## config.mk

```make
export PLATFORM = sky130hd
export DESIGN_NAME = cdc_handshake_rx
export DESIGN_NICKNAME = d
export VERILOG_FILES = /design/src/rtl/cdc_hs_pkg.sv /design/src/rtl/cdc_sync_bit.sv /design/src/rtl/cdc_handshake_rx.sv
export SDC_FILE = /design/constraint.sdc
export NUM_CORES = 1
export LEC_CHECK = 0
export BUFFER_PORTS_ARGS = -buffer_cell sky130_fd_sc_hd__buf_2
export CORE_MARGIN = 5
export CORE_UTILIZATION = 32
export CTS_CLUSTER_SIZE = 14
export DETAILED_ROUTE_END_ITERATION = 8
export SYNTH_ARGS = -nofsm -noshare
export SYNTH_HDL_FRONTEND = slang
export SYNTH_SLANG_ARGS = --single-unit
```

## constraint.sdc

```tcl
create_clock -name clk_2 -period 1.6 [get_ports clk_2]
set_input_delay 0.16 -clock clk_2 [delete_from_list [all_inputs] [get_ports clk_2]]
set_output_delay 0.16 -clock clk_2 [all_outputs]
set_load 0.01 [all_outputs]
```

## src/rtl/cdc_hs_pkg.sv

```systemverilog
// -----------------------------------------------------------------------------
// cdc_hs_pkg
// Shared types and limits for the receive end of the 4-phase req/ack
// clock-domain-crossing handshake (cdc_handshake_rx and cdc_sync_bit).
//   rx_state_t       : receiver FSM states IDLE / HOLD / ACK
//   SYNC_STAGES_MIN  : shallowest legal request synchronizer
//   SYNC_STAGES_MAX  : deepest legal request synchronizer
// -----------------------------------------------------------------------------
package cdc_hs_pkg;

    typedef enum logic [1:0] {
        IDLE = 2'd0,
        HOLD = 2'd1,
        ACK  = 2'd2
    } rx_state_t;

    localparam int SYNC_STAGES_MIN = 2;
    localparam int SYNC_STAGES_MAX = 4;

    // True when a synchronizer depth lies inside the supported range.
    function automatic bit sync_stages_ok(input int stages);
        return (stages >= SYNC_STAGES_MIN) && (stages <= SYNC_STAGES_MAX);
    endfunction

endpackage : cdc_hs_pkg

```

## src/rtl/cdc_sync_bit.sv

```systemverilog
// -----------------------------------------------------------------------------
// cdc_sync_bit
// Single-bit multi-flop synchronizer for an asynchronous level.
// Parameters:
//   STAGES : number of flops in the chain
// Ports:
//   clk_i  in  destination clock
//   rst_ni in  asynchronous active-low reset (chain clears to 0)
//   d_i    in  asynchronous input level
//   q_o    out synchronized level, STAGES clk_i edges after d_i
// -----------------------------------------------------------------------------
module cdc_sync_bit #(
    parameter int STAGES = 2
) (
    input  logic clk_i,
    input  logic rst_ni,
    input  logic d_i,
    output logic q_o
);

    // ASYNC_REG keeps the chain packed together and away from retiming.
    (* ASYNC_REG = "TRUE" *) logic [STAGES-1:0] sync_q;

    generate
        for (genvar gi = 0; gi < STAGES; gi++) begin : g_stage
            if (gi == 0) begin : g_first
                always_ff @(posedge clk_i or negedge rst_ni) begin
                    if (!rst_ni) begin
                        sync_q[gi] <= 1'b0;
                    end else begin
                        sync_q[gi] <= d_i;
                    end
                end
            end else begin : g_next
                always_ff @(posedge clk_i or negedge rst_ni) begin
                    if (!rst_ni) begin
                        sync_q[gi] <= 1'b0;
                    end else begin
                        sync_q[gi] <= sync_q[gi-1];
                    end
                end
            end
        end
    endgenerate

    assign q_o = sync_q[STAGES-1];

endmodule : cdc_sync_bit

```

## src/rtl/cdc_handshake_rx.sv

```systemverilog
// -----------------------------------------------------------------------------
// cdc_handshake_rx
// Receive end of a 4-phase req/ack CDC handshake, clocked only by clk_2.
// src_req is synchronized; src_data is sampled (never synchronized) once the
// synchronized request is seen in IDLE, then offered downstream on a
// valid/ready interface. dst_ack is returned after the word is accepted and
// cleared once the request has been withdrawn.
// Parameters:
//   DATA_WIDTH  : width of the crossed word
//   SYNC_STAGES : depth of the src_req synchronizer (2..4)
// Ports:
//   clk_2    in  destination clock
//   rst_n    in  asynchronous active-low reset
//   src_req  in  request level from the source domain
//   src_data in  source word, stable while the request is outstanding
//   dst_ack  out acknowledge level, straight from a flop
//   o_data   out captured word
//   o_valid  out o_data valid
//   i_ready  in  downstream accepts o_data
//   o_err    out sticky protocol-error flag
// Build option:
//   CDC_HANDSHAKE_RX_ERR_EN : when defined, a request withdrawn while the word
//   is still held (HOLD) sets o_err until reset; otherwise o_err is 0.
// -----------------------------------------------------------------------------
module cdc_handshake_rx
    import cdc_hs_pkg::*;
#(
    parameter int DATA_WIDTH  = 8,
    parameter int SYNC_STAGES = 2
) (
    input  logic                  clk_2,
    input  logic                  rst_n,
    input  logic                  src_req,
    input  logic [DATA_WIDTH-1:0] src_data,
    output logic                  dst_ack,
    output logic [DATA_WIDTH-1:0] o_data,
    output logic                  o_valid,
    input  logic                  i_ready,
    output logic                  o_err
);

    generate
        if (!sync_stages_ok(SYNC_STAGES)) begin : g_bad_sync_stages
            $error("cdc_handshake_rx: SYNC_STAGES out of range");
        end
    endgenerate

    logic req_s;

    cdc_sync_bit #(
        .STAGES (SYNC_STAGES)
    ) u_req_sync (
        .clk_i  (clk_2),
        .rst_ni (rst_n),
        .d_i    (src_req),
        .q_o    (req_s)
    );

    rx_state_t             state_q, state_d;
    logic [DATA_WIDTH-1:0] data_q,  data_d;
    logic                  valid_q, valid_d;
    logic                  ack_q,   ack_d;

    always_ff @(posedge clk_2 or negedge rst_n) begin
        if (!rst_n) begin
            state_q <= IDLE;
            data_q  <= '0;
            valid_q <= 1'b0;
            ack_q   <= 1'b0;
        end else begin
            state_q <= state_d;
            data_q  <= data_d;
            valid_q <= valid_d;
            ack_q   <= ack_d;
        end
    end

    always_comb begin
        state_d = state_q;
        data_d  = data_q;
        valid_d = valid_q;
        ack_d   = ack_q;
        case (state_q)
            IDLE: begin
                // Level test is safe: IDLE is only re-entered after req_s=0.
                if (req_s) begin
                    data_d  = src_data;
                    valid_d = 1'b1;
                    state_d = HOLD;
                end
            end
            HOLD: begin
                // valid is always 1 here, so ready alone completes the beat.
                if (i_ready) begin
                    valid_d = 1'b0;
                    ack_d   = 1'b1;
                    state_d = ACK;
                end
            end
            ACK: begin
                if (!req_s) begin
                    ack_d   = 1'b0;
                    state_d = IDLE;
                end
            end
            default: begin
                valid_d = 1'b0;
                ack_d   = 1'b0;
                state_d = IDLE;
            end
        endcase
    end

    assign dst_ack = ack_q;
    assign o_data  = data_q;
    assign o_valid = valid_q;

`ifdef CDC_HANDSHAKE_RX_ERR_EN
    logic err_q, err_d;

    // The source must keep req high until it sees ack; a drop in HOLD is a
    // violation. The transfer still finishes normally.
    assign err_d = err_q | ((state_q == HOLD) && !req_s);

    always_ff @(posedge clk_2 or negedge rst_n) begin
        if (!rst_n) begin
            err_q <= 1'b0;
        end else begin
            err_q <= err_d;
        end
    end

    assign o_err = err_q;
`else
    assign o_err = 1'b0;
`endif

endmodule : cdc_handshake_rx

```

======== Word-level counts from Yosys, hierarchy flattened ========
Cells that the tools add are included.
storage, ports and cells
  memory bits (read-only) ................. 0
  flip-flop bits (word level) ............. 14
  word-level logic and storage cells ...... 28
  output and inout port bits .............. 11
  memories kept ........................... 0
  memory bits (writable) .................. 0
  latch bits .............................. 0
  input port bits ......................... 12
operators by class
  reductions and logical operators ........ 5
  equal/unequal tests ..................... 5
  multipliers ............................. 0
  magnitude comparators ................... 0
  add/subtract/negate cells ............... 0
  muxes and demuxes ....................... 10
  shifts and indexed selects .............. 0
  div/mod/pow operators ................... 0
  bitwise operators ....................... 2
operator list
  cell                                                 count
  AND reduction 3 bit                                  3
  two-way mux 2 bit                                    3
  one-hot mux 1 bit (3 select lines)                   2
  one-hot mux 2 bit (3 select lines)                   1
  two-way mux 1 bit                                    4
  != test 2 bit, second input constant                 2
  equality test 2 x 1 -> 1 bit, second input constant  1
  equality test 2 bit, second input constant           1
  zero test 2 bit                                      1
  != test 2 x 1 -> 1 bit, second input constant        1
  NOT 1 bit                                            2
  AND reduction 2 bit                                  1

======== Logic depth before layout (Yosys ltp) ========
Gate-level depths: netlist (run 1).
  depth after elaboration ................. 3
  depth in mapped cells ................... 3
  gate-level depth less buffers ........... 3

======== Hierarchy ========
From an unflattened synthesis (run 1), not the netlist that was laid out.
second synthesis, totals
  cells, all modules ...................... 39
  area, all modules ....................... 545.5 µm²
modules (own cells, without submodules)
  module            area each (µm²)  cells each  instances  sequential area each (µm²)
  cdc_handshake_rx  495.5            37          1          300.3
  cdc_sync_bit      50.0             2           1          50.0

======== Least setup slack after synthesis (run 1) ========
OpenSTA, ideal clock, no wires.
  path kind ............................... flip-flop to flip-flop
  start ................................... reg state_q[0]
  end ..................................... reg data_q[0], in the netlist o_data[0]
  path slack .............................. 292 ps
  period minus slack after synthesis ...... 1,308 ps
  data required time ...................... 1,475 ps
  arrival time ............................ 1,183 ps
  stages on the path, launching flop included .. 4
  path buffers ............................ 1
  library setup time ...................... 125 ps
  cell sequence ........................... dfrtp_1 -> buf_6 -> nor3b_4 -> mux2_2
between the ends
  longest elaborated chain between the ends .. 2
RTL lines
  element                               line                    source
  from (decl)                           cdc_handshake_rx.sv:59  rx_state_t state_q, state_d;
  from (signal assigned)                cdc_handshake_rx.sv:71  state_q <= state_d;
  zero test 2 bit                       cdc_handshake_rx.sv:83  case (state_q)
  AND reduction 2 bit (no source line)  --
  to (signal assigned)                  cdc_handshake_rx.sv:72  data_q <= data_d;
  to (decl)                             cdc_handshake_rx.sv:60  logic [DATA_WIDTH-1:0] data_q, data_d;
Every way passes these cells.
A chain may end at the register's enable or synchronous reset.

======== Final worst setup path (run 1) ========
  start ................................... reg state_q[0]
  end ..................................... reg data_q[3], in the netlist o_data[3]
Same word-level chain as after synthesis.

==> impl_metrics.tcl, run 1 <==
set metrics [dict create \
    status "completed" \
    portBuffers 21 \
    setup_violations 0 \
    first_iter_violations 4 \
    synthArstFlopShare_pct 100 \
    post-route-period-util_pct 88.3 \
    clock.fmax_ghz 0.708 \
    fin_skew_ps 4.13 \
    ys_types 14 \
    synthCells 39 \
    power.total_mw 1.27 \
    drc 0 \
    synth_top_family_by_area "multiplexers" \
    yosys_warnings 0 \
    crit_required_ps 1760 \
    use_met1_pct 9.32 \
    h-tree-depth 1 \
    vias 375 \
    drt_first_pass_iters 2 \
    synthMuxAreaShare_pct 16.5 \
    use_met3_pct 2.62 \
    clock_latency_ps 270 \
    power_density_nw_per_um2 1830 \
    totalNegativeSetupSlack_ps 0 \
    cts.clk_slew.worst_paths_ps 80 \
    dpl_cell_area_sq_um 653 \
    initial_core_util_pct 32.7 \
    layout_setup_ws_ps 188 \
    ir_drop_v 0.000660 \
    drive_gt1_share_pct 52.4 \
    synth_enable_flop_cells 0 \
    grt_antenna_before_repair 0 \
    syn_nets 51 \
    synth_most_common_cell "dfrtp_1" \
    drv_slew 0 \
    synthAdderAreaFrac_pct 0 \
    place_congestion 0.612 \
    root_buffer "clkbuf_4" \
    rsz0062_at_grt "no" \
    finalNonFillerCells 80 \
    detail-route-antenna-nets 0 \
    yosysSeqAreaShare_pct 64.2 \
    grt-ovfl-total 0 \
    grt_max_degree 15 \
    fin_util_pct 41.6 \
    core_area_sq_um 1670 \
    ys.flop_type "dfrtp_1" \
    yosys-top-cells-count "14 x dfrtp_1, 8 x mux2_2, 3 x o21ai_0" \
    synth_top_cells_by_area "dfrtp_1 64%, mux2_2 17%, nor3b_4 3.4%, o21ai_0 2.8%, buf_6 2.1%" \
    finalHoldViolations 0 \
    reg2reg_slack_ps 190 \
    die_area_sq_um 2630 \
    synthSimpleGateAreaFrac_pct 8.49 \
    grt_pass1_vias 356 \
    grt_busiest_layer "met2" \
    syn_area_per_cell_sq_um 14.0 \
    syn_area_sq_um 546 \
    setup.worst_path.start_class "flop" \
    ys_ff_latch 14 \
    drv_cap 0 \
    crit_type "reg -> reg" \
    hold_class "in -> reg" \
    met2_usage_pct 12.0 \
    pin_count 23 \
    synth.largest_area_cell "dfrtp_1" \
    synth_compound_area_share_pct 5.96 \
    grt_usage_pct 8.24 \
    rows 15 \
    grt_pass1_wl_mm 1.53 \
    critPathArrivalTime_ps 1570 \
    dieHeight_microns 51.3 \
    cts_sinks 14 \
    viasPerCell 4.69 \
    cts_tree "built" \
    synth_top_area_share_pct 64.2 \
    end_kind "flop" \
    p_leak_nw 0.329 \
    area_delta_synth_final_pct 27.5 \
    period_needed_ps 1410 \
    place_inst 75 \
    wl_per_cell_microns 12.0 \
    die_width_microns 51.3 \
    numCtsBuffers 3 \
    synth_xor_area_share_pct 0 \
    dp_slack_ps 176 \
    nNetsFinal 77 \
    wl_microns 960 \
    dpl.hpwl_microns 729 \
    crit_fanout 8 \
    design_area_sq_um 696 \
    cts_buffer_depth 2 \
    whs_ps 114 \
    diodes 0 \
]
## placed cells by master (no fill, tap or decap), types with 2 or more instances in the layout
cell / count
dfrtp_1: 14
o21ai_0: 3
clkbuf_4: 3
nor2_1: 2
mux2_2: 8
buf_2: 21
a21oi_1: 2
nand2_1: 2
dlygate4sd3_1: 2
## state kept, by name (all words and copies together) (netlist names)
| register | flops |
|---|---|
| dst_ack | 1 |
| o_data | 8 |
| o_valid | 1 |
| state_q | 2 |
| u_req_sync.q_o | 1 |
| u_req_sync.sync_q | 1 |
## power breakdown
part / total [mW] / internal [mW] / switching, mW
registers: 0.627 / 0.511 / 0.117
logic: 0.455 / 0.249 / 0.205
clock network: 0.190 / 0.0872 / 0.102
total: 1.27 / 0.847 / 0.424
## critical path: stages, from the launching register on
cell and delay, ps:
dfrtp_1 470, nor3b_4 440, mux2_2 380
## final cells by class
| cell class | instances | area, sq um |
|---|---|---|
| sequential | 14 | 350 |
| multi-input combinational | 22 | 173 |
| timing repair buffer | 23 | 125 |
| tap | 17 | 21.3 |
| inverter | 1 | 3.75 |
| clock buffer | 3 | 22.5 |
| fill | 161 | 975 |
## metal layers
| metal | vias up | part of all wire, % |
|---|---|---|
| met5 | - | 0 |
| met4 | 0 | 0.94 |
| met3 | 2 | 3.6 |
| met2 | 9 | 54 |
| met1 | 181 | 41 |
| li1 | 183 | - |
## kinds of logic after synthesis
logic type             after synthesis
flip-flops                          14
other                                1
buffers and inverters                3
AND/OR/NAND/NOR                      7
AO/OA/AOI/OAI                        6
multiplexers                         8
## repair_timing
| item | 4_1_cts | 5_1_grt |
|---|---|---|
| hold buffers | 2 | 0 |
| hold endpoints to repair | 15 | 0 |
| buffers inserted | 0 | 0 |
| gates resized for setup | 0 | 0 |
## worst paths after layout
check,from,endpoint,cells past startpoint
min,src_data[5],o_data[5]$_DFFE_PN0P_,2
max in group asynchronous,rst_n,o_data[0]$_DFFE_PN0P_,2
min reg2reg,u_req_sync.sync_q[0]$_DFF_PN0_,u_req_sync.q_o$_DFF_PN0_,0
min in group asynchronous,rst_n,o_data[2]$_DFFE_PN0P_,2
max,state_q[0]$_DFFE_PN0P_,o_data[3]$_DFFE_PN0P_,2
max reg2reg,state_q[0]$_DFFE_PN0P_,o_data[3]$_DFFE_PN0P_,2
Note: power is estimated with default switching activity, not from simulation.
==> run 2, diff against run 1 <==
--- a/config.mk
+++ b/config.mk
@@ -10,6 +10,7 @@
 export CORE_UTILIZATION = 32
 export CTS_CLUSTER_SIZE = 14
 export DETAILED_ROUTE_END_ITERATION = 8
+export GPL_TIMING_DRIVEN = 0
 export SYNTH_ARGS = -nofsm -noshare
 export SYNTH_HDL_FRONTEND = slang
 export SYNTH_SLANG_ARGS = --single-unit
==> impl_metrics.tcl, run 2 (same netlist as run 1, synthesis figures left out) <==
set metrics [dict create \
    fin_skew_ps 2.44 \
    drive_gt1_share_pct 53.8 \
    wl_microns 977 \
    critical_path.startpoint "state_q[0]$_DFFE_PN0P_" \
    place_inst 77 \
    grt_pass1_wl_mm 1.66 \
    setup.worst_path.start_class "flop" \
    crit_type "reg -> reg" \
    vias 375 \
    h-tree-depth 1 \
    drt_first_pass_iters 2 \
    viasPerCell 4.57 \
    diodes 0 \
    nNetsFinal 79 \
    clock.fmax_ghz 0.701 \
    hold_class "in -> reg" \
    die_width_microns 51.3 \
    rsz0062_at_grt "no" \
    setup_violations 0 \
    r2r-start "state_q[0]$_DFFE_PN0P_" \
    reg2reg_slack_ps 170 \
    portBuffers 21 \
    end_kind "flop" \
    drv_cap 0 \
    p_leak_nw 0.340 \
    crit_chain "buf_6 -> nor3b_4 -> mux2_2" \
    period_needed_ps 1430 \
    cp.depth 3 \
    grt_pass1_vias 368 \
    core_area_sq_um 1670 \
    dieHeight_microns 51.3 \
    rows 15 \
    clock_latency_ps 270 \
    wl_per_cell_microns 11.9 \
    crit_fanout 8 \
    layout_setup_ws_ps 174 \
    cts.clk_slew.worst_paths_ps 80 \
    place_congestion 0.608 \
    drv_slew 0 \
    cts_tree "built" \
    grt_max_degree 15 \
    cts_buffer_depth 2 \
    drc 0 \
    detail-route-antenna-nets 0 \
    pin_count 23 \
    cpPeakStageDelay_ps 420 \
    post-route-period-util_pct 89.1 \
    crit_family "simple AND/OR/NAND/NOR gates" \
    post_cts_buffers 0 \
    final_cell_mix "21 x buf_2, 14 x dfrtp_1, 8 x mux2_2" \
    cts_sinks 14 \
    crit_end "o_data[1]$_DFFE_PN0P_" \
    root_buffer "clkbuf_4" \
    finalNonFillerCells 82 \
    numCtsBuffers 3 \
    power_density_nw_per_um2 1820 \
    area_delta_synth_final_pct 31.0 \
    grt_usage_pct 8.85 \
    die_area_sq_um 2630 \
    whs_ps 102 \
    critPathArrivalTime_ps 1590 \
    grt_antenna_before_repair 0 \
    r2r-end "o_data[1]$_DFFE_PN0P_" \
    grt-ovfl-total 0 \
    cp_slowest_cell "nor3b_4" \
    dp_slack_ps 148 \
    totalNegativeSetupSlack_ps 0 \
    status "completed" \
    ir_drop_v 0.000697 \
    worstRegToRegCells 3 \
    largest_reg_flops 8 \
    initial_core_util_pct 32.7 \
    final_common_cell "buf_2" \
    fill_cells 162 \
    finalHoldViolations 0 \
    critical_path_buf_inv_count 1 \
    dpl.hpwl_microns 731 \
    first_iter_violations 1 \
    crit_required_ps 1760 \
    power.total_mw 1.30 \
]
==> run 2: worst min path at each step <==
stage                start                endpoint  slack (ps)  cells after the start
2_1_floorplan        rst_n     dst_ack$_DFFE_PN0P_        -140                      0
3_3_place_gp         rst_n   o_data[3]$_DFFE_PN0P_          70                      1
3_5_place_dp         rst_n   o_data[3]$_DFFE_PN0P_          70                      1
4_1_cts            i_ready  state_q[0]$_DFFE_PN0P_         100                      2
5_1_grt        src_data[5]   o_data[5]$_DFFE_PN0P_         100                      2
6_report           i_ready  state_q[0]$_DFFE_PN0P_         100                      2
==> run 2: routing by layer <==
metal	vias to the layer above	share of wire, %	GRT usage [%]
li1	185	-	-
met1	176	39	9.87
met2	10	51	13.5
met3	4	5.9	3.50
met4	0	3.9	6.55
met5	-	0	0
==> run 2: final cells by class <==
type | count | area (sq um) | area share (%)
Buffer | 2 | 18.8 | 2.63
Clock buffer | 3 | 22.5 | 3.15
Sequential cell | 14 | 350 | 49.0
Tap cell | 17 | 21.3 | 2.98
Multi-Input combinational cell | 22 | 173 | 24.2
Inverter | 1 | 3.75 | 0.525
Timing Repair Buffer | 23 | 125 | 17.5
==> run 2: worst register-to-register path, cell delays in order, from the launching register on <==
cell and delay, ps:
dfrtp_1 370, buf_6 130, nor3b_4 420, mux2_2 390
==> run 2: per-stage QoR <==
stage	util, %	area [sq um]
finish	42.8	714
global route	42.8	714
CTS	42.8	714
detailed placement	40.2	672
global placement	40.2	672
floorplan	-	546
==> run 2: what timing repair did <==
item,CTS,global route
resized for setup,0,0
hold buffers,2,0
hold endpoints to repair,15,0
==> run 2: power breakdown <==
part           switching, mW  internal (mW)  total, mW
clock                  0.103         0.0872      0.190
sequential            0.0872          0.510      0.597
combinational          0.238          0.275      0.513
==> run 3, diff against run 2 <==
--- a/config.mk
+++ b/config.mk
@@ -13,4 +13,5 @@
 export GPL_TIMING_DRIVEN = 0
 export SYNTH_ARGS = -nofsm -noshare
 export SYNTH_HDL_FRONTEND = slang
+export SYNTH_HIERARCHICAL = 1
 export SYNTH_SLANG_ARGS = --single-unit
==> impl_metrics.tcl, run 3 <==
set metrics [dict create \
    status "completed" \
    drt_first_pass_iters 2 \
    ys_ff_latch 14 \
    rows 15 \
    cell_internal_pwr_mw 0.873 \
    rsz0062_at_grt "no" \
    synthArstFlopShare_pct 100 \
    cts_tree "built" \
    grt_max_degree 15 \
    drv_slew 0 \
    synth.largest_area_cell "dfrtp_1" \
    ctsResizeCount 0 \
    vias 369 \
    drive_gt1_share_pct 53.8 \
    synth_enable_flop_cells 0 \
    synth_top_area_share_pct 64.2 \
    layout_setup_ws_ps 151 \
    grt_usage_pct 8.79 \
    ys_types 14 \
    die_width_microns 51.3 \
    crit_required_ps 1760 \
    drc 0 \
    fin_skew_ps 5.90 \
    finalHoldViolations 0 \
    p_comb_share_pct 39.5 \
    synthSimpleGateAreaFrac_pct 8.49 \
    grt_pass1_vias 379 \
    fill_cells 164 \
    wl_mm 1.00 \
    cts.clk_slew.worst_paths_ps 80 \
    synth_compound_area_share_pct 5.96 \
    crit_type "reg -> reg" \
    core_area_sq_um 1670 \
    dpl.hpwl_microns 729 \
    synth_top_family_by_area "multiplexers" \
    synthCells 39 \
    place_congestion 0.615 \
    area_delta_synth_final_pct 31.0 \
    yosys_warnings 6 \
    clockPowerShare_pct 14.6 \
    root_buffer "clkbuf_4" \
    yosysSeqAreaShare_pct 64.2 \
    whs_path_depth 2 \
    period_needed_ps 1450 \
    numCtsBuffers 3 \
    hold_class "in -> reg" \
    ys.flop_type "dfrtp_1" \
    h-tree-depth 1 \
    yosys-top-cells-count "14 x dfrtp_1, 8 x mux2_2, 3 x o21ai_0" \
    power_density_nw_per_um2 1830 \
    syn_area_per_cell_sq_um 14.0 \
    hold_end "state_q[0]$_DFFE_PN0P_" \
    end_kind "flop" \
    synth_most_common_cell "dfrtp_1" \
    grt_antenna_before_repair 0 \
    synthMuxAreaShare_pct 16.5 \
    r2r-start "state_q[0]$_DFFE_PN0P_" \
    post_cts_buffers 0 \
    finalNonFillerCells 82 \
    hold_path.startpoint "i_ready" \
    nNetsFinal 79 \
    setup.worst_path.start_class "flop" \
    switching_share_pct 33.2 \
    viasPerCell 4.50 \
    dieHeight_microns 51.3 \
    post-route-period-util_pct 90.5 \
    drv_cap 0 \
    synth_top_cells_by_area "dfrtp_1 64%, mux2_2 17%, nor3b_4 3.4%, o21ai_0 2.8%, buf_6 2.1%" \
    p_leak_nw 0.340 \
    setup_violations 0 \
    pin_count 23 \
    clock_latency_ps 270 \
    totalNegativeSetupSlack_ps 0 \
    initial_core_util_pct 32.7 \
    synth_xor_area_share_pct 0 \
    final_common_cell "buf_2" \
    place_inst 77 \
    holdBufCountCts 2 \
    cts_sinks 14 \
    worstRegToRegCells 3 \
    synthAdderAreaFrac_pct 0 \
    final_cell_mix "21 x buf_2, 14 x dfrtp_1, 8 x mux2_2" \
    grt-ovfl-total 0 \
    p_sw_mw 0.435 \
    portBuffers 21 \
    reg2reg_slack_ps 150 \
    first_iter_violations 2 \
    clock.fmax_ghz 0.690 \
    seqPwrFrac_pct 45.9 \
    r2r-end "o_data[3]$_DFFE_PN0P_" \
    syn_nets 51 \
    largest_reg_flops 8 \
    critPathArrivalTime_ps 1610 \
    fin_util_pct 42.8 \
    dp_slack_ps 150 \
    ir_drop_v 0.000877 \
    wl_per_cell_microns 12.2 \
    die_area_sq_um 2630 \
    syn_area_sq_um 546 \
    diodes 0 \
    detail-route-antenna-nets 0 \
    cts_buffer_depth 2 \
    grt_pass1_wl_mm 1.68 \
    crit_fanout 8 \
]
-- run 3: worst max-delay path: stages (launching register included) --
cell and delay, ps:
dfrtp_1 380, buf_6 130, nor3b_4 430, mux2_2 390
-- run 3: cells by family after synthesis --
family	after synthesis
flops	14
mux	8
simple gates	7
compound gates	6
buf+inv	3
other cells	1
-- run 3: power groups by stage --
stage	clock network, mW	logic (mW)	registers, mW
2_1_floorplan	0	0.262	0.670
5_1_grt	0.213	0.574	0.624
3_5_place_dp	0	0.523	0.610
4_1_cts	0.200	0.527	0.603
3_3_place_gp	0	0.511	0.602
6_report	0.191	0.516	0.600
-- run 3: worst max path at each step --
stage               depth (start not counted)                    from               endpoint
floorplan                                   3  state_q[0]$_DFFE_PN0P_  o_data[0]$_DFFE_PN0P_
global placement                            3  state_q[0]$_DFFE_PN0P_  o_data[5]$_DFFE_PN0P_
detailed placement                          3  state_q[0]$_DFFE_PN0P_  o_data[2]$_DFFE_PN0P_
CTS                                         3  state_q[0]$_DFFE_PN0P_  o_data[3]$_DFFE_PN0P_
global route                                3  state_q[0]$_DFFE_PN0P_  o_data[1]$_DFFE_PN0P_
finish                                      3  state_q[0]$_DFFE_PN0P_  o_data[3]$_DFFE_PN0P_
-- run 3: per-layer routing --
layer,global-route usage [%],up-vias,share of wire (%)
met5,0,-,0
met4,6.55,0,1.4
met3,2.04,2,3.6
met2,14.4,6,53
met1,9.87,176,42
li1,-,185,-
-- run 3: through the flow --
step	power, mW	hold WS, ps	instance area (sq um)
2_1_floorplan	0.932	-136	546
3_5_place_dp	1.13	71.3	672
3_3_place_gp	1.11	66.2	672
5_1_grt	1.41	106	714
4_1_cts	1.33	94.8	714
6_report	1.31	104	714
-- run 3: cell type report --
type                    instances  area [sq um]  share of cell area, %
flip-flops and latches         14           350                   49.0
multi-input cells              22           173                   24.2
repair buffers                 23           125                   17.5
clock buffers                   3          22.5                   3.15
well taps                      17          21.3                   2.98
plain buffers                   2          18.8                   2.63
inverters                       1          3.75                  0.525
